$ cat config.mk
export PLATFORM = sky130hd
export DESIGN_NAME = uart_tx_arbiter_flat
export DESIGN_NICKNAME = d
export VERILOG_FILES = /design/src/rtl/uart_tx_arbiter_if.sv /design/src/rtl/uart_tx_arbiter.sv /design/src/flat_wrapper.sv
export SDC_FILE = /design/constraint.sdc
export NUM_CORES = 1
export LEC_CHECK = 0
export CELL_PAD_IN_SITES_DETAIL_PLACEMENT = 0
export CELL_PAD_IN_SITES_GLOBAL_PLACEMENT = 1
export CORE_ASPECT_RATIO = 0.8
export CORE_MARGIN = 2
export CORE_UTILIZATION = 36
export DETAILED_ROUTE_END_ITERATION = 16
export PLACE_DENSITY = 0.94
export SLEW_MARGIN = 40
export SYNTH_ARGS = -nofsm -noshare
export SYNTH_HDL_FRONTEND = slang
export SYNTH_SLANG_ARGS = --single-unit
$ cat constraint.sdc
create_clock -name baud_clock -period 6.3 [get_ports baud_clock]
set_input_delay 1.26 -clock baud_clock [delete_from_list [all_inputs] [get_ports baud_clock]]
set_output_delay 1.26 -clock baud_clock [all_outputs]
set_load 0.01 [all_outputs]
$ cat src/rtl/uart_tx_arbiter_if.sv
// Bus bundle between N TX requesters, the arbiter and the shared UART transmitter.
// The slave modport is the arbiter's view. The master modport is the requester/transmitter view.
interface uart_tx_arbiter_if #(
  parameter int N = 4
);
  logic [N-1:0]   req;
  logic [9*N-1:0] req_data;
  logic [4*N-1:0] req_len;
  logic [2*N-1:0] req_stop;
  logic [N-1:0]   gnt;
  logic [N-1:0]   done;
  logic [N-1:0]   err;
  logic [8:0]     tx_data_in;
  logic [3:0]     tx_data_length;
  logic [1:0]     tx_num_stop_bit;
  logic           tx_data_valid;
  logic           tx_n_rts;
  logic           tx_done;

  // Load handshake: tx_data_valid stays high until tx_n_rts is sampled low (accepted) or the
  // load times out. tx_done is a single-cycle end-of-frame pulse, honoured only while transmitting.
  modport slave (
    input  req, req_data, req_len, req_stop, tx_n_rts, tx_done,
    output gnt, done, err, tx_data_in, tx_data_length, tx_num_stop_bit, tx_data_valid
  );

  modport master (
    output req, req_data, req_len, req_stop, tx_n_rts, tx_done,
    input  gnt, done, err, tx_data_in, tx_data_length, tx_num_stop_bit, tx_data_valid
  );
endinterface

$ cat src/rtl/uart_tx_arbiter.sv
// Round-robin scheduler that shares one UART transmitter among N requesters.
// It latches the winner's frame, strobes the load, and reports done or timeout per requester.
module uart_tx_arbiter #(
  parameter int N       = 4,
  parameter int TIMEOUT = 4095
) (
  input  logic              baud_clock,
  input  logic              reset,
  input  logic              enable,
  uart_tx_arbiter_if.slave  bus,
  output logic              busy,
  output logic [1:0]        state_o
);

  localparam int PW = (N > 1) ? $clog2(N) : 1;
  localparam int SW = PW + 1;

  localparam logic [1:0] ST_IDLE = 2'd0;
  localparam logic [1:0] ST_LOAD = 2'd1;
  localparam logic [1:0] ST_XMIT = 2'd2;

  localparam logic [15:0]   TIMER_LAST = 16'(TIMEOUT - 1);
  localparam logic [PW-1:0] LAST_IDX   = PW'(N - 1);
  localparam logic [SW-1:0] N_SW       = SW'(N);

  logic [1:0]    state_q, state_d;
  logic [PW-1:0] ptr_q, ptr_d;
  logic [PW-1:0] idx_q, idx_d;
  logic [N-1:0]  gnt_q, gnt_d;
  logic [N-1:0]  done_q, done_d;
  logic [N-1:0]  err_q, err_d;
  logic [8:0]    data_q, data_d;
  logic [3:0]    len_q, len_d;
  logic [1:0]    stop_q, stop_d;
  logic          valid_q, valid_d;
  logic [15:0]   timer_q, timer_d;

  logic          win_found;
  logic [PW-1:0] win_idx;
  logic [SW-1:0] cand;
  logic [PW-1:0] next_ptr;

  // Search starts at ptr_q, so the most recently served requester has the lowest priority.
  always_comb begin
    win_found = 1'b0;
    win_idx   = '0;
    cand      = '0;
    for (int k = 0; k < N; k++) begin
      cand = {1'b0, ptr_q} + SW'(k);
      if (cand >= N_SW) cand = cand - N_SW;
      if (!win_found && bus.req[cand[PW-1:0]]) begin
        win_found = 1'b1;
        win_idx   = cand[PW-1:0];
      end
    end
  end

  assign next_ptr = (idx_q == LAST_IDX) ? '0 : idx_q + PW'(1);

  always_comb begin
    state_d = state_q;
    ptr_d   = ptr_q;
    idx_d   = idx_q;
    gnt_d   = gnt_q;
    done_d  = '0;
    err_d   = '0;
    data_d  = data_q;
    len_d   = len_q;
    stop_d  = stop_q;
    valid_d = valid_q;
    timer_d = timer_q;
    case (state_q)
      ST_IDLE: begin
        if (enable && win_found) begin
          state_d = ST_LOAD;
          idx_d   = win_idx;
          gnt_d   = N'(1) << win_idx;
          data_d  = bus.req_data[9*int'(win_idx) +: 9];
          len_d   = bus.req_len[4*int'(win_idx) +: 4];
          stop_d  = bus.req_stop[2*int'(win_idx) +: 2];
          valid_d = 1'b1;
          timer_d = '0;
        end
      end
      ST_LOAD: begin
        // Acceptance wins over a timeout that expires in the same cycle.
        if (!bus.tx_n_rts) begin
          valid_d = 1'b0;
          state_d = ST_XMIT;
        end else if (timer_q == TIMER_LAST) begin
          valid_d = 1'b0;
          gnt_d   = '0;
          err_d   = gnt_q;
          ptr_d   = next_ptr;
          state_d = ST_IDLE;
        end else begin
          timer_d = timer_q + 16'd1;
        end
      end
      ST_XMIT: begin
        if (bus.tx_done) begin
          gnt_d   = '0;
          done_d  = gnt_q;
          ptr_d   = next_ptr;
          state_d = ST_IDLE;
        end
      end
      default: begin
        state_d = ST_IDLE;
        gnt_d   = '0;
        valid_d = 1'b0;
      end
    endcase
  end

  always_ff @(posedge baud_clock or posedge reset) begin
    if (reset) begin
      state_q <= ST_IDLE;
      ptr_q   <= '0;
      idx_q   <= '0;
      gnt_q   <= '0;
      done_q  <= '0;
      err_q   <= '0;
      data_q  <= '0;
      len_q   <= '0;
      stop_q  <= '0;
      valid_q <= 1'b0;
      timer_q <= '0;
    end else begin
      state_q <= state_d;
      ptr_q   <= ptr_d;
      idx_q   <= idx_d;
      gnt_q   <= gnt_d;
      done_q  <= done_d;
      err_q   <= err_d;
      data_q  <= data_d;
      len_q   <= len_d;
      stop_q  <= stop_d;
      valid_q <= valid_d;
      timer_q <= timer_d;
    end
  end

  assign bus.gnt             = gnt_q;
  assign bus.done            = done_q;
  assign bus.err             = err_q;
  assign bus.tx_data_in      = data_q;
  assign bus.tx_data_length  = len_q;
  assign bus.tx_num_stop_bit = stop_q;
  assign bus.tx_data_valid   = valid_q;
  assign busy                = (state_q != ST_IDLE);
  assign state_o             = state_q;

endmodule

$ cat src/flat_wrapper.sv
// flat-port wrapper written by rule: the top's interface ports become plain ports
module uart_tx_arbiter_flat 
#(
  parameter int N       = 4,
  parameter int TIMEOUT = 4095
)
  (baud_clock, reset, enable, busy, state_o, bus_req, bus_req_data, bus_req_len, bus_req_stop, bus_tx_n_rts, bus_tx_done, bus_gnt, bus_done, bus_err, bus_tx_data_in, bus_tx_data_length, bus_tx_num_stop_bit, bus_tx_data_valid);
  uart_tx_arbiter_if #(.N(N)) bus_i ();
  input  logic baud_clock;
  input  logic reset;
  input  logic enable;
  output logic busy;
  output logic [1:0] state_o;
  input wire logic [$bits(bus_i.req)-1:0] bus_req;
  input wire logic [$bits(bus_i.req_data)-1:0] bus_req_data;
  input wire logic [$bits(bus_i.req_len)-1:0] bus_req_len;
  input wire logic [$bits(bus_i.req_stop)-1:0] bus_req_stop;
  input wire logic [$bits(bus_i.tx_n_rts)-1:0] bus_tx_n_rts;
  input wire logic [$bits(bus_i.tx_done)-1:0] bus_tx_done;
  output wire logic [$bits(bus_i.gnt)-1:0] bus_gnt;
  output wire logic [$bits(bus_i.done)-1:0] bus_done;
  output wire logic [$bits(bus_i.err)-1:0] bus_err;
  output wire logic [$bits(bus_i.tx_data_in)-1:0] bus_tx_data_in;
  output wire logic [$bits(bus_i.tx_data_length)-1:0] bus_tx_data_length;
  output wire logic [$bits(bus_i.tx_num_stop_bit)-1:0] bus_tx_num_stop_bit;
  output wire logic [$bits(bus_i.tx_data_valid)-1:0] bus_tx_data_valid;
  assign bus_i.req = bus_req;
  assign bus_i.req_data = bus_req_data;
  assign bus_i.req_len = bus_req_len;
  assign bus_i.req_stop = bus_req_stop;
  assign bus_i.tx_n_rts = bus_tx_n_rts;
  assign bus_i.tx_done = bus_tx_done;
  assign bus_gnt = bus_i.gnt;
  assign bus_done = bus_i.done;
  assign bus_err = bus_i.err;
  assign bus_tx_data_in = bus_i.tx_data_in;
  assign bus_tx_data_length = bus_i.tx_data_length;
  assign bus_tx_num_stop_bit = bus_i.tx_num_stop_bit;
  assign bus_tx_data_valid = bus_i.tx_data_valid;
  uart_tx_arbiter #(.N(N), .TIMEOUT(TIMEOUT)) u_core (.baud_clock(baud_clock), .reset(reset), .enable(enable), .bus(bus_i), .busy(busy), .state_o(state_o));
endmodule
# After elaboration in Yosys (flattened, before gate mapping)
# Cells that the tools add are included.
word_totals:
  ff_bits: 50
  input_bits: 69
  output_inout_bits: 31
  wordCells: 109
classes:
  add_sub_neg: 9
  multipliers: 1
  magnitude_cmp: 8
  eq_ne: 10
  shifts: 4
  mux: 48
  bitwise_logic: 1
  reduce_logical: 17
ops:
  columns: ["cell", "count"]
  rows:
  - ["two-way mux 16 bit", 3]
  - ["two-way mux 4 bit", 9]
  - ["indexed part select 36 x 32 -> 9 bit", 1]
  - ["two-way mux 2 bit", 16]
  - ["one-hot mux 16 bit (2 select lines)", 1]
  - ["adder 16 x 1 -> 16 bit, second input constant", 1]
  - ["== test 16 x 12 -> 1 bit, second input constant", 1]
  - ["indexed part select 16 x 5 -> 4 bit", 1]
  - ["less-than comparator 2 x 3 -> 1 bit, second input constant", 4]
  - ["one-hot mux 4 bit (3 select lines)", 1]
  - ["AND reduction 4 bit", 3]
  - ["two-way mux 1 bit", 11]
  - ["greater-or-equal comparator 3 bit, second input constant", 3]
  - ["binary-select mux 1 bit (select 2 bit)", 4]
  - ["indexed part select 8 x 4 -> 2 bit", 1]
  - ["subtractor 2 x 1 -> 2 bit, second input constant", 4]
  - ["adder 2 x 2 -> 3 bit, second input constant", 2]
  - ["multiplier 4 x 2 -> 6 bit, first input constant", 1]
  - ["!= test 2 bit, second input constant", 3]
  - ["one-hot mux 2 bit (3 select lines)", 1]
  - ["AND reduction 3 bit", 2]
  - ["nonzero test 2 bit", 3]
  - ["== test 2 bit, second input constant", 2]
  - ["logical AND 1 bit", 4]
  - ["other kinds (13)", 16]

# Depth between registers and ports, before layout
depth:
  ltp_word: 17
  depth_mapped: 9
  depth_no_buf: 7

# Least setup slack after synthesis
# OpenSTA, ideal clock, no wires.
synth_timing:
  kind: "input to register"
  startpoint: "input port bus_req[1]"
  endpoint: "register u_core.data_q[0], in the netlist u_core.bus.tx_data_in[0]"
  setup_ns: 0.142
  arrival_ns: 2.561
  required_time_ns: 6.158
  slack_ns: 3.597
  stages: 8
  n_path_buf: 3
  cell_sequence: "nor4_1 > nor3b_1 > nand2b_1 > clkbuf_1 > or2_1 > clkbuf_1 > buf_2 > o221ai_1"
synth_via:
  elab_chain_len: 14
  word_cells_on_any_way: 26
  classes_between: "mul (1); shift (1); mux (16); reduce/logical (8)"
synth_rtl:
  columns: ["item", "line_no", "rtl"]
  rows:
  - ["start, declared", "flat_wrapper.sv:14", "input wire logic [$bits(bus_i.req)-1:0] bus_req;"]
  - ["binary-select mux 1 bit (select 2 bit)", "uart_tx_arbiter.sv:51", "if (!win_found && bus.req[cand[PW-1:0]]) begin"]
  - ["two-way mux 1 bit (not written as such)", "uart_tx_arbiter.sv:51", null]
  - ["two-way mux 1 bit", "uart_tx_arbiter.sv:51", null]
  - ["zero test 1 bit", "uart_tx_arbiter.sv:51", null]
  - ["logical AND 1 bit", "uart_tx_arbiter.sv:51", null]
  - ["two-way mux 1 bit", "uart_tx_arbiter.sv:51", null]
  - ["zero test 1 bit", "uart_tx_arbiter.sv:51", null]
  - ["logical AND 1 bit", "uart_tx_arbiter.sv:51", null]
  - ["two-way mux 1 bit", "uart_tx_arbiter.sv:51", null]
  - ["zero test 1 bit", "uart_tx_arbiter.sv:51", null]
  - ["logical AND 1 bit", "uart_tx_arbiter.sv:51", null]
  - ["two-way mux 2 bit / two-way mux 1 bit (equally long branches)", "uart_tx_arbiter.sv:51", null]
  - ["multiplier 4 x 2 -> 6 bit / logical AND 1 bit (equally long branches)", "uart_tx_arbiter.sv:78, uart_tx_arbiter.sv:74", null]
  - ["indexed part select 36 x 32 -> 9 bit / AND reduction 2 bit (equally long branches)", null, null]
  - ["end signal, assigned", "uart_tx_arbiter.sv:136", "data_q <= data_d;"]
  - ["end, declared", "uart_tx_arbiter.sv:32", "logic [8:0] data_q, data_d;"]
# Parallel ways exist; a longest one is shown, timed or not. The select of a mux whose other input is x is not followed.
# A chain may end at the register's enable or synchronous reset.

# Worst setup path in the final report
layout_timing:
  startpoint: "input port bus_req[0]"
  endpoint: "register u_core.data_q[0], in the netlist u_core.bus.tx_data_in[0]"
# The elaborated chain is that of the path after synthesis.

==> out/qor.yml <==
synthesis:
  synth.distinct_cells: 43
  synth_fa_ha_area_share_pct: 1.407
  syn-cell-area_um2: 2668
  synthCells: 265
  synth-seq-cells: 50
  synth-xor-area-share_pct: 3.283
  synthSimpleGateAreaFrac_pct: 18.11
  synth_edf_count: 0
  synth_compound_gate_area_share_pct: 13.65
  ys.flop_type: "dfrtp_1"
  synth_top_family_by_area: "simple AND/OR/NAND/NOR gates"
  synth_warnings: 0
  synth.area.mux_share_pct: 11.63
  synthesis.nets: 337
  avgSynthCellArea_um2: 10.07
  yosysSeqAreaShare_pct: 46.90
  synth-async-reset-ratio_pct: 100.0
sta:
  fin_crit_ns: 3.580
  setup_viol_count_final: 0
  max_slew_margin_pct: 52.22
  rsz0062_at_grt: "no"
  fmax_ghz: 0.2793
  finClkSkew_ns: 0.006467
  hold_violations: 0
  slew_violations: 0
  worst_slew_pin_slew_ns: 0.7167
  fin_crit_sh_pct: 56.83
  final.setup.tns_ns: 0
grt:
  grt_max_degree: 51
  grt_pass1_vias: 2256
  grt_pass1_wl_um: 10610
  grtUsageTotal_pct: 16.57
  grt_util_met3_pct: 4.561
  grt_overflow_total: 0
  grt.busiest_layer: "met2"
  use_met2_pct: 27.52
  grtUsageMet1_pct: 21.25
  antenna_found_initial: 0
critical_path:
  timing.rr.start: "u_core.state_o[0]$_DFFE_PP0P_"
  cp-end-kind: "flip-flop"
  worst_setup_path_start_kind: "primary input"
  cp_max_fo: 17
  cp.required_ns: 6.50
  max_stage_delay_ns: 0.63
  worstReg2RegEnd: "u_core.bus.tx_data_in[0]$_DFFE_PP0P_"
  worstPathArrival_ns: 3.78
  cp_slowest_cell: "nor2b_2"
  r2r_slack_ns: 3.71
  crit_chain: "clkdlybuf4s50_1 > nor4_1 > nor3b_1 > nor2b_2 > nand2_1 > o221ai_1"
  path_class: "in -> reg"
  worst_r2r_path_depth: 4
layout:
  final_cell_mix: "99 x clkdlybuf4s50_1, 50 x dfrtp_1, 31 x mux2i_1"
  finalInstanceArea_um2: 3819
  layout-drive-gt1-share_pct: 5.367
  multi_input_area_um2: 1300
  register_area_um2: 1251
  n_antenna_cell: 0
  final_common_cell: "clkdlybuf4s50_1"
  fin_nets: 426
  nFillCells: 659
  area.growth.synth_to_final_pct: 43.15
run_status:
  status: "complete, no violations"
routing:
  num_vias: 2353
  final_antenna_net_count: 0
  drtIter0Drc: 111
  remaining_drc_errors: 0
  wl_per_cell_um: 15.01
  routed_via_density: 5.300
  wl_um: 6663
  first_pass_iters: 4
placement:
  gp_congestion: 0.8328
  port_buffers: 99
  placement.cell_area_um2: 3704
  hpwl_um: 4906
die:
  die_area_um2: 8119
  coreArea_um2: 7287
  rows: 28
  fp.dieH_um: 81.00
  start_util_pct: 36.61
  die_w_um: 100.2
  io_pins: 100
power:
  p_leak_nw: 1.658
  p_per_area_nw_per_um2: 337.8
  ir_worst_vdd_mv: 0.1676
cts:
  clkSinkCount: 50
  htreeDepth: 2
  ctsHoldBuffers: 0
  post_cts_resized: 0
  postCtsSetupBuffers: 0
  cts_tree: "yes"
  worstSkewPairLatency_ns: 0.30
  root_buffer: "clkbuf_8"
  clockBufferDepth: 2
  cts_made_buffers: 5
  clkTransAtPathRegs_ns: 0.09
hold_path:
  min-delay-path-class: "reg -> reg"
  min_to: "u_core.bus.tx_data_in[2]$_DFFE_PP0P_"
  holdPathStages: 2
  worstHoldStart: "u_core.bus.tx_data_in[2]$_DFFE_PP0P_"
flow_run:
  drv_cap: 0
[cells in the mapped netlist (2+ instances only)]
library cell	instances	area share, %
a211oi_1	2	0.56
a21oi_1	4	0.75
a311oi_2	2	1.1
and3_1	2	0.47
buf_2	5	0.94
buf_6	2	0.84
clkbuf_1	9	1.3
dfrtp_1	50	47
ha_1	3	1.4
inv_1	13	1.8
mux2i_1	31	12
nand2_1	25	3.5
nand2b_1	5	1.2
nand3_1	10	1.9
nand3b_1	2	0.56
nand4_1	5	1.2
nor2_1	24	3.4
nor2b_1	3	0.70
nor3_1	6	1.1
nor4_1	5	1.2
o211ai_1	2	0.56
o21ai_0	5	0.94
o221ai_1	16	5.3
o22ai_1	6	1.4
o31ai_1	2	0.56
xnor2_1	2	0.66
xor2_1	8	2.6
[state kept, by name, indices dropped and copies added, names as in the netlist]
register,cells
u_core.bus.tx_num_stop_bit,2
u_core.bus.err,4
u_core.bus.tx_data_in,9
u_core.ptr_q,2
u_core.bus.gnt,4
u_core.idx_q,2
u_core.bus.tx_data_valid,1
u_core.state_o,2
u_core.timer_q,16
u_core.bus.tx_data_length,4
u_core.bus.done,4
[stage by stage]
stage          hold WS (ns)  instances  setup WS, ns  util, %  power (mW)
6_report             0.5000        444         2.720    52.40       1.290
5_1_grt              0.5303        444         2.568    52.40       1.373
4_1_cts              0.5035        444         2.623    52.37       1.301
3_5_place_dp         0.4767        437         2.298    50.82       1.069
3_3_place_gp         0.4687        437         2.192    50.60       1.052
2_1_floorplan        0.4489        265         3.597        -      0.8103
[layout make-up]
| class | instances | share of cell area, % |
|---|---|---|
| Clock buffer | 6 | 2.163 |
| Sequential cell | 50 | 32.77 |
| Clock inverter | 1 | 0.7864 |
| Multi-Input combinational cell | 185 | 34.04 |
| Inverter | 13 | 1.343 |
| Timing Repair Buffer | 99 | 25.95 |
| Tap cell | 90 | 2.949 |
[logic make-up after synthesis]
| group | after synthesis |
|---|---|
| adders and majority gates | 3 |
| buffers and inverters | 30 |
| muxes | 31 |
| DFF | 50 |
| AOI/OAI and AO/OA | 45 |
| and+or+nand+nor | 96 |
| xor gates and xnor gates | 10 |
[worst max path at each step]
stage,from,to,slack [ns],depth (start not counted)
6_report,bus_req[0],u_core.bus.tx_data_in[0]$_DFFE_PP0P_,2.72,6
5_1_grt,bus_req[0],u_core.bus.tx_data_in[1]$_DFFE_PP0P_,2.57,6
4_1_cts,bus_req[0],u_core.bus.tx_data_in[0]$_DFFE_PP0P_,2.62,6
3_5_place_dp,bus_req[0],u_core.bus.tx_data_in[8]$_DFFE_PP0P_,2.30,6
3_3_place_gp,bus_req[0],u_core.bus.tx_data_in[8]$_DFFE_PP0P_,2.19,6
2_1_floorplan,bus_req[1],u_core.bus.tx_data_in[0]$_DFFE_PP0P_,3.60,8
[routing by layer]
layer / up-vias / part of all wire [%]
met2: 78 / 49
met4: 0 / 0.99
met1: 1138 / 42
met3: 7 / 7.2
li1: 1130 / -
met5: - / 0
[power by group]
group / switching (mW) / total (mW) / internal [mW]
clock network: 0.101 / 0.228 / 0.127
logic: 0.281 / 0.577 / 0.296
registers: 0.0796 / 0.484 / 0.405
[critical path, delay by kind of cell]
family	cells	cell delay, ns
buffers and inverters	1	0.54
and+or+nand+nor	4	1.64
AOI/OAI and AO/OA	1	0.33
Power figures use the tool's default switching activity.
